## config.mk

```make
export PLATFORM = sky130hd
export DESIGN_NAME = fractal_dispatcher_flat
export DESIGN_NICKNAME = d
export VERILOG_FILES = /design/src/rtl/fractal_pkg.sv /design/src/rtl/fractal_dispatcher_if.sv /design/src/rtl/fractal_dispatcher_rr_arbiter.sv /design/src/rtl/fractal_dispatcher.sv /design/src/flat_wrapper.sv
export SDC_FILE = /design/constraint.sdc
export NUM_CORES = 1
export LEC_CHECK = 0
export CORE_UTILIZATION = 44
export DETAILED_ROUTE_END_ITERATION = 8
export DONT_BUFFER_PORTS = 1
export PLACE_DENSITY = 0.61
export SLEW_MARGIN = 5
export SYNTH_ARGS = -nofsm -noshare
export SYNTH_HDL_FRONTEND = slang
export SYNTH_HIERARCHICAL = 1
export SYNTH_SLANG_ARGS = --single-unit
```

## constraint.sdc

```tcl
create_clock -name clk_i -period 4.59 [get_ports clk_i]
set_clock_uncertainty 0.05 [all_clocks]
set_input_delay 1.377 -clock clk_i [delete_from_list [all_inputs] [get_ports clk_i]]
set_output_delay 1.377 -clock clk_i [all_outputs]
set_load 0.01 [all_outputs]
```

## src/rtl/fractal_pkg.sv

```systemverilog
// Shared types for the fractal dispatcher: fixed-point coordinate and FSM/slot encodings.
package fractal_pkg;
  localparam int INTEGER_BITS    = 8;
  localparam int FRACTIONAL_BITS = 24;
  localparam int DATA_WIDTH      = INTEGER_BITS + FRACTIONAL_BITS;

  typedef logic signed [DATA_WIDTH-1:0] fixed_t;

  typedef enum logic [1:0] {FREE, BUSY, DONE} slot_state_e;
  typedef enum logic [1:0] {IDLE, RUN, DRAIN} disp_state_e;
endpackage

```

## src/rtl/fractal_dispatcher_if.sv

```systemverilog
// Result pixel stream toward the framebuffer writer; valid/ready with per-beat x/y tag.
interface fractal_dispatcher_if #(
  parameter int PIX_WIDTH      = 11,
  parameter int MAX_ITER_WIDTH = 16
);
  logic                      valid;
  logic                      ready;
  logic [PIX_WIDTH-1:0]      x;
  logic [PIX_WIDTH-1:0]      y;
  logic [MAX_ITER_WIDTH-1:0] iter;

  modport master (output valid, x, y, iter, input ready);
  modport slave  (input valid, x, y, iter, output ready);
endinterface

```

## src/rtl/fractal_dispatcher_rr_arbiter.sv

```systemverilog
// Round-robin arbiter: one-hot grant among requests starting at the pointer; pointer moves past the grant.
module rr_arbiter #(
  parameter int N = 2
) (
  input  logic         clk_i,
  input  logic         rst_ni,
  input  logic [N-1:0] req_i,
  input  logic         en_i,
  output logic [N-1:0] gnt_o
);
  localparam int PW = (N > 1) ? $clog2(N) : 1;

  logic [PW-1:0] ptr_q, ptr_d;
  logic          found;

  // Two passes: indices at/after the pointer first, then wrap to the rest.
  always_comb begin
    gnt_o = '0;
    ptr_d = ptr_q;
    found = 1'b0;
    for (int k = 0; k < N; k++) begin
      if (!found && req_i[k] && k >= int'(ptr_q)) begin
        found    = 1'b1;
        gnt_o[k] = en_i;
        ptr_d    = (k == N - 1) ? '0 : PW'(k + 1);
      end
    end
    for (int k = 0; k < N; k++) begin
      if (!found && req_i[k]) begin
        found    = 1'b1;
        gnt_o[k] = en_i;
        ptr_d    = (k == N - 1) ? '0 : PW'(k + 1);
      end
    end
    if (!en_i) ptr_d = ptr_q;
  end

  always_ff @(posedge clk_i or negedge rst_ni) begin
    if (!rst_ni) ptr_q <= '0;
    else         ptr_q <= ptr_d;
  end
endmodule

```

## src/rtl/fractal_dispatcher.sv

```systemverilog
// Walks a WxH grid issuing Q-format c-coordinates to free cores; results leave out of order, tagged.
// Core result to pix valid: 1 cycle. Output holds while valid & !ready; finished cores wait in DONE.
module fractal_dispatcher
  import fractal_pkg::*;
#(
  parameter int INTEGER_BITS    = 8,
  parameter int FRACTIONAL_BITS = 24,
  parameter int MAX_ITER_WIDTH  = 16,
  parameter int CORE_COUNT      = 2,
  parameter int PIX_WIDTH       = 11
) (
  input  logic                                   clk_i,
  input  logic                                   rst_ni,
  input  logic                                   frame_start_i,
  input  logic [INTEGER_BITS+FRACTIONAL_BITS-1:0] x_start_i,
  input  logic [INTEGER_BITS+FRACTIONAL_BITS-1:0] y_start_i,
  input  logic [INTEGER_BITS+FRACTIONAL_BITS-1:0] step_i,
  input  logic [PIX_WIDTH-1:0]                   width_i,
  input  logic [PIX_WIDTH-1:0]                   height_i,
  input  logic [MAX_ITER_WIDTH-1:0]              max_iter_i,
  output logic [CORE_COUNT-1:0]                  core_rst_o,
  output logic [CORE_COUNT-1:0]                  core_start_o,
  output logic [CORE_COUNT-1:0][INTEGER_BITS+FRACTIONAL_BITS-1:0] core_x0_o,
  output logic [CORE_COUNT-1:0][INTEGER_BITS+FRACTIONAL_BITS-1:0] core_y0_o,
  output logic [MAX_ITER_WIDTH-1:0]              core_max_iter_o,
  input  logic [CORE_COUNT-1:0][MAX_ITER_WIDTH-1:0] core_iter_i,
  input  logic [CORE_COUNT-1:0]                  core_done_i,
  fractal_dispatcher_if.master                   pix,
  output logic                                   busy_o,
  output logic                                   frame_done_o
);
  localparam int DW = INTEGER_BITS + FRACTIONAL_BITS;

  disp_state_e                           st_q, st_d;
  logic [PIX_WIDTH-1:0]                  w_q, h_q, col_q, row_q;
  logic [DW-1:0]                         xs_q, step_q, xacc_q, yacc_q;
  logic [MAX_ITER_WIDTH-1:0]             miter_q;
  slot_state_e                           slot_q [CORE_COUNT];
  logic [CORE_COUNT-1:0][PIX_WIDTH-1:0]  tx_q, ty_q;
  logic [CORE_COUNT-1:0][1:0]            ign_q;
  logic [CORE_COUNT-1:0]                 start_q;
  logic [CORE_COUNT-1:0][DW-1:0]         x0_q, y0_q;
  logic                                  ov_q, fdone_q;
  logic [PIX_WIDTH-1:0]                  ox_q, oy_q;
  logic [MAX_ITER_WIDTH-1:0]             oit_q;

  logic [CORE_COUNT-1:0]     req, gnt, disp;
  logic                      all_free, load_en, disp_vld, col_last, last_pix, drain_done;
  logic [PIX_WIDTH-1:0]      cap_x, cap_y;
  logic [MAX_ITER_WIDTH-1:0] cap_it;

  always_comb begin
    req      = '0;
    all_free = 1'b1;
    for (int k = 0; k < CORE_COUNT; k++) begin
      req[k] = (slot_q[k] == DONE);
      if (slot_q[k] != FREE) all_free = 1'b0;
    end
  end

  assign load_en = !ov_q || pix.ready;

  rr_arbiter #(.N(CORE_COUNT)) u_arb (
    .clk_i  (clk_i),
    .rst_ni (rst_ni),
    .req_i  (req),
    .en_i   (load_en),
    .gnt_o  (gnt)
  );

  // A slot being drained into the output register this cycle may be re-dispatched at once.
  always_comb begin
    disp     = '0;
    disp_vld = 1'b0;
    cap_x    = '0;
    cap_y    = '0;
    cap_it   = '0;
    for (int k = 0; k < CORE_COUNT; k++) begin
      if (gnt[k]) begin
        cap_x  = tx_q[k];
        cap_y  = ty_q[k];
        cap_it = core_iter_i[k];
      end
      if (!disp_vld && st_q == RUN && (slot_q[k] == FREE || gnt[k])) begin
        disp[k]  = 1'b1;
        disp_vld = 1'b1;
      end
    end
  end

  assign col_last   = (col_q == w_q - 1'b1);
  assign last_pix   = col_last && (row_q == h_q - 1'b1);
  assign drain_done = (st_q == DRAIN) && all_free && !ov_q;

  always_comb begin
    st_d = st_q;
    unique case (st_q)
      IDLE:    if (frame_start_i && width_i != '0 && height_i != '0) st_d = RUN;
      RUN:     if (disp_vld && last_pix) st_d = DRAIN;
      DRAIN:   if (drain_done) st_d = IDLE;
      default: st_d = IDLE;
    endcase
  end

  always_ff @(posedge clk_i or negedge rst_ni) begin
    if (!rst_ni) begin
      st_q    <= IDLE;
      w_q     <= '0;
      h_q     <= '0;
      col_q   <= '0;
      row_q   <= '0;
      xs_q    <= '0;
      step_q  <= '0;
      xacc_q  <= '0;
      yacc_q  <= '0;
      miter_q <= '0;
      tx_q    <= '0;
      ty_q    <= '0;
      ign_q   <= '0;
      start_q <= '0;
      x0_q    <= '0;
      y0_q    <= '0;
      ov_q    <= 1'b0;
      ox_q    <= '0;
      oy_q    <= '0;
      oit_q   <= '0;
      fdone_q <= 1'b0;
      for (int k = 0; k < CORE_COUNT; k++) slot_q[k] <= FREE;
    end else begin
      st_q    <= st_d;
      fdone_q <= (st_q == IDLE && frame_start_i && (width_i == '0 || height_i == '0)) || drain_done;
      start_q <= disp;
      if (st_q == IDLE && frame_start_i) begin
        w_q     <= width_i;
        h_q     <= height_i;
        xs_q    <= x_start_i;
        step_q  <= step_i;
        miter_q <= max_iter_i;
        col_q   <= '0;
        row_q   <= '0;
        xacc_q  <= x_start_i;
        yacc_q  <= y_start_i;
      end
      if (disp_vld) begin
        if (col_last) begin
          col_q  <= '0;
          row_q  <= row_q + 1'b1;
          xacc_q <= xs_q;
          yacc_q <= yacc_q + step_q;
        end else begin
          col_q  <= col_q + 1'b1;
          xacc_q <= xacc_q + step_q;
        end
      end
      // ign_q masks the start cycle and the one after, when core_done_i may still be stale.
      for (int k = 0; k < CORE_COUNT; k++) begin
        if (disp[k]) begin
          slot_q[k] <= BUSY;
          tx_q[k]   <= col_q;
          ty_q[k]   <= row_q;
          x0_q[k]   <= xacc_q;
          y0_q[k]   <= yacc_q;
          ign_q[k]  <= 2'd2;
        end else if (gnt[k]) begin
          slot_q[k] <= FREE;
        end else if (slot_q[k] == BUSY) begin
          if (ign_q[k] != 2'd0)    ign_q[k]  <= ign_q[k] - 2'd1;
          else if (core_done_i[k]) slot_q[k] <= DONE;
        end
      end
      if (|gnt) begin
        ov_q  <= 1'b1;
        ox_q  <= cap_x;
        oy_q  <= cap_y;
        oit_q <= cap_it;
      end else if (pix.ready) begin
        ov_q  <= 1'b0;
      end
    end
  end

  assign core_rst_o      = {CORE_COUNT{st_q == IDLE}};
  assign core_start_o    = start_q;
  assign core_x0_o       = x0_q;
  assign core_y0_o       = y0_q;
  assign core_max_iter_o = miter_q;
  assign pix.valid       = ov_q;
  assign pix.x           = ox_q;
  assign pix.y           = oy_q;
  assign pix.iter        = oit_q;
  assign busy_o          = (st_q == RUN) || (st_q == DRAIN);
  assign frame_done_o    = fdone_q;
endmodule

```

## src/flat_wrapper.sv

```systemverilog
// flat-port wrapper written by rule: the top's interface ports become plain ports
module fractal_dispatcher_flat import fractal_pkg::*;
#(
  parameter int INTEGER_BITS    = 8,
  parameter int FRACTIONAL_BITS = 24,
  parameter int MAX_ITER_WIDTH  = 16,
  parameter int CORE_COUNT      = 2,
  parameter int PIX_WIDTH       = 11
)
  (clk_i, rst_ni, frame_start_i, x_start_i, y_start_i, step_i, width_i, height_i, max_iter_i, core_rst_o, core_start_o, core_x0_o, core_y0_o, core_max_iter_o, core_iter_i, core_done_i, busy_o, frame_done_o, pix_valid, pix_x, pix_y, pix_iter, pix_ready);
  fractal_dispatcher_if #(.PIX_WIDTH(PIX_WIDTH), .MAX_ITER_WIDTH(MAX_ITER_WIDTH)) pix_i ();
  input  logic clk_i;
  input  logic rst_ni;
  input  logic frame_start_i;
  input  logic [INTEGER_BITS+FRACTIONAL_BITS-1:0] x_start_i;
  input  logic [INTEGER_BITS+FRACTIONAL_BITS-1:0] y_start_i;
  input  logic [INTEGER_BITS+FRACTIONAL_BITS-1:0] step_i;
  input  logic [PIX_WIDTH-1:0] width_i;
  input  logic [PIX_WIDTH-1:0] height_i;
  input  logic [MAX_ITER_WIDTH-1:0] max_iter_i;
  output logic [CORE_COUNT-1:0] core_rst_o;
  output logic [CORE_COUNT-1:0] core_start_o;
  output logic [CORE_COUNT-1:0][INTEGER_BITS+FRACTIONAL_BITS-1:0] core_x0_o;
  output logic [CORE_COUNT-1:0][INTEGER_BITS+FRACTIONAL_BITS-1:0] core_y0_o;
  output logic [MAX_ITER_WIDTH-1:0] core_max_iter_o;
  input  logic [CORE_COUNT-1:0][MAX_ITER_WIDTH-1:0] core_iter_i;
  input  logic [CORE_COUNT-1:0] core_done_i;
  output logic busy_o;
  output logic frame_done_o;
  output wire logic [$bits(pix_i.valid)-1:0] pix_valid;
  output wire logic [$bits(pix_i.x)-1:0] pix_x;
  output wire logic [$bits(pix_i.y)-1:0] pix_y;
  output wire logic [$bits(pix_i.iter)-1:0] pix_iter;
  input wire logic [$bits(pix_i.ready)-1:0] pix_ready;
  assign pix_valid = pix_i.valid;
  assign pix_x = pix_i.x;
  assign pix_y = pix_i.y;
  assign pix_iter = pix_i.iter;
  assign pix_i.ready = pix_ready;
  fractal_dispatcher #(.INTEGER_BITS(INTEGER_BITS), .FRACTIONAL_BITS(FRACTIONAL_BITS), .MAX_ITER_WIDTH(MAX_ITER_WIDTH), .CORE_COUNT(CORE_COUNT), .PIX_WIDTH(PIX_WIDTH)) u_core (.clk_i(clk_i), .rst_ni(rst_ni), .frame_start_i(frame_start_i), .x_start_i(x_start_i), .y_start_i(y_start_i), .step_i(step_i), .width_i(width_i), .height_i(height_i), .max_iter_i(max_iter_i), .core_rst_o(core_rst_o), .core_start_o(core_start_o), .core_x0_o(core_x0_o), .core_y0_o(core_y0_o), .core_max_iter_o(core_max_iter_o), .core_iter_i(core_iter_i), .core_done_i(core_done_i), .pix(pix_i), .busy_o(busy_o), .frame_done_o(frame_done_o));
endmodule
```

==> metrics.cfg <==
[timing]
slew_headroom_pct=20.29
slew_violations=0
setup_slack_ps=764.7
finalCritPeriodShare_pct=83.34
finalHoldViolations=0
fmax_ghz=0.2614
post-route-min-period_ps=3825
tightest_slew_ps=1183
rsz0062_at_grt=no
tns_ps=0
setup_violations=0

[floorplanning]
die-area_sq_um=47840
ioPinCount=361
core_sq_um=46460
rows=79
start_util_pct=44.49
die_y_microns=218.7
die_w_microns=218.7

[placed_design]
io_buffers=0
pre_cts_ws_ps=826.2
place_area_sq_um=21210
hpwlAfterDp_microns=41290
gp_congestion=0.8667

[drt]
wl_per_cell_microns=20.30
first_iter_violations=1505
via_count=16440
viasPerCell=5.538
finalWirelength_microns=60260
drtAntennaViolNets=0
drc=0
drtPass1Iterations=5

[logic_synthesis]
syn_avg_cell_area_sq_um=8.669
yosys_warnings=6
ys_seq_area_share_pct=50.01
synth.distinct_cells=64
synthTopCellsByArea=dfrtp_1 (50%), nand2_1 (17%), ha_1 (4.3%)
async_reset_ff_share_pct=100.0
syn_area_sq_um=20670
synth_top_area_cell=dfrtp_1
syn_inst=2384
synth_edf_count=0
synthFlopType=dfrtp_1
synthDominantCellAreaShare_pct=50.01
ys_seq_elements=413
synth_nets=2629

[cells_and_area]
final_cell_mix=nand2_1 (919), dfrtp_1 (413), o21ai_0 (155)
finalCoreUtilization_pct=48.82
design_area_sq_um=22680
finalNetCount=2575
drive_above_1_share_pct=4.958
area_delta_synth_final_pct=9.741
final_common_cell=nand2_1

[clocking]
cts_buffers=46
clock_sinks=413
cts_root_buf=clkbuf_16
cts_buffer_depth=3
post_cts_buffers=0
cts_resized=0
h-tree-depth=2
clk_latency_ps=570
tritoncts=done
clk_pin_slew_worst_paths_ps=60
ctsHoldBuffers=0

[worst_hold_path]
min_path_type=flip-flop to flip-flop

[run]
max-cap-violations=0

[power]
peakVddDrop_mv=0.4052
p_int_uw=10470
netSwitchingFraction_pct=44.36
powerDensity_nw_per_um2=829.9
pwr-share-clk_pct=19.4
switchingPower_uw=8350
leakage_uw=0.01116
sequentialPowerShare_pct=36.6
p_comb_share_pct=44.0

[critical_path]
worst_ep_arrival_time_ps=4270
worstSetupPathType=flip-flop to flip-flop
start_kind=flip-flop
end_kind=flip-flop
worstPathMaxFanout=4
required_ps=5040

[global_route]
grt_max_degree=414
gr-total-overflow=0
grt_pass1_wl_microns=92630
grtUsageTotal_pct=24.95
grt_pass1_vias=15710
antenna_found_initial=5

[run_status]
status=finished clean

[through the flow]
step	hold slack (ps)	std cells	total power, uW
finish	423.8	2969	18820
detailed placement	413.1	2889	15150
CTS	422.8	2967	18910
floorplan	395.6	2384	12780
global placement	408.3	2889	14960
global route	424.9	2969	20300
[area by class of cell]
| type | instances | area (sq um) |
|---|---|---|
| fill | 4453 | 23780 |
| clock buffer | 60 | 1285 |
| sequential | 413 | 10330 |
| tap | 607 | 759.5 |
| antenna | 2 | 5.005 |
| clock inverter | 18 | 183.9 |
| multi-input combinational | 1807 | 9753 |
| inverter | 35 | 131.4 |
| timing repair buffer | 27 | 227.7 |
[state kept, by name, indices dropped and copies added, names as in the netlist, 11 cells and up]
register	count
u_core/yacc_q	32
u_core/w_q	11
u_core/core_x0_o	64
u_core/h_q	11
u_core/row_q	11
u_core/pix.x	11
u_core/col_q	11
u_core/core_max_iter_o	16
u_core/xs_q	32
u_core/ty_q	22
u_core/xacc_q	32
u_core/pix.iter	16
u_core/tx_q	22
u_core/step_q	32
u_core/pix.y	11
u_core/core_y0_o	64
[Yosys cell counts, types with 21 or more instances]
cell,number
nor2_1,77
a21oi_1,92
o21ai_0,156
mux2i_1,69
xor2_1,36
ha_1,71
nand3_1,21
a31oi_1,36
clkbuf_1,105
a211oi_1,36
nand2_1,920
a21o_1,47
dfrtp_1,413
xnor2_1,51
and3_1,30
inv_1,35
[power groups by stage]
stage                     clock network [uW]  registers, uW  logic, uW
final                                   3650           6900       8280
after global routing                    3890           7080       9320
after CTS                               3740           6930       8250
after detailed placement                   0           6970       8180
after global placement                     0           6950       8010
after floorplan                            0           6270       6520
[metal layers]
| metal | global-route usage, % | share of wire, % | vias up |
|---|---|---|---|
| li1 | - | - | 7866 |
| met1 | 33.42 | 44 | 8000 |
| met2 | 41.22 | 48 | 489 |
| met3 | 4.885 | 6.4 | 83 |
| met4 | 6.412 | 2.0 | 4 |
| met5 | 0 | 0.033 | - |
[final timing paths]
check                                       startpoint                               end  slack, ps  cells after the start
hold / removal             u_core/ty_q[17]$_DFFE_PN0P_       u_core/ty_q[17]$_DFFE_PN0P_        420                      2
hold reg to reg            u_core/ty_q[17]$_DFFE_PN0P_       u_core/ty_q[17]$_DFFE_PN0P_        420                      2
setup / recovery            u_core/yacc_q[3]$_DFF_PN0_       u_core/yacc_q[31]$_DFF_PN0_        760                     12
setup reg to reg            u_core/yacc_q[3]$_DFF_PN0_       u_core/yacc_q[31]$_DFF_PN0_        760                     12
max in group asynchronous                       rst_ni        u_core/xs_q[6]$_DFFE_PN0P_       3100                      0
min in group asynchronous                       rst_ni  u_core/core_y0_o[30]$_DFFE_PN0P_        450                      0
[worst max-delay path, cell delays in order (launching register included)]
cell       delay, ps
dfrtp_1          450
ha_1             370
o21ai_0          120
o21ai_0          350
o2111ai_1        290
a221oi_1         430
o21ai_0          320
a21oi_1          370
a21oi_1          140
nand2b_1         210
o311ai_0         430
a41oi_1           80
a21oi_1          130
[cell families (layout without fill, tap and decap cells)]
logic type               Yosys count  in the layout  share of synthesized area (%)
AND/OR/NAND/NOR                 1143           1143                          22.59
adder cells (fa/ha/maj)           73             73                          4.492
multiplexers                      69             69                          3.342
other                              0              2                              0
AO/OA/AOI/OAI                    435            435                          12.82
XOR/XNOR                          87             87                          3.687
buffers and inverters            164            140                          3.063
flip-flops                       413            413                          50.01
No activity file was read; power rests on OpenSTA's default activity.
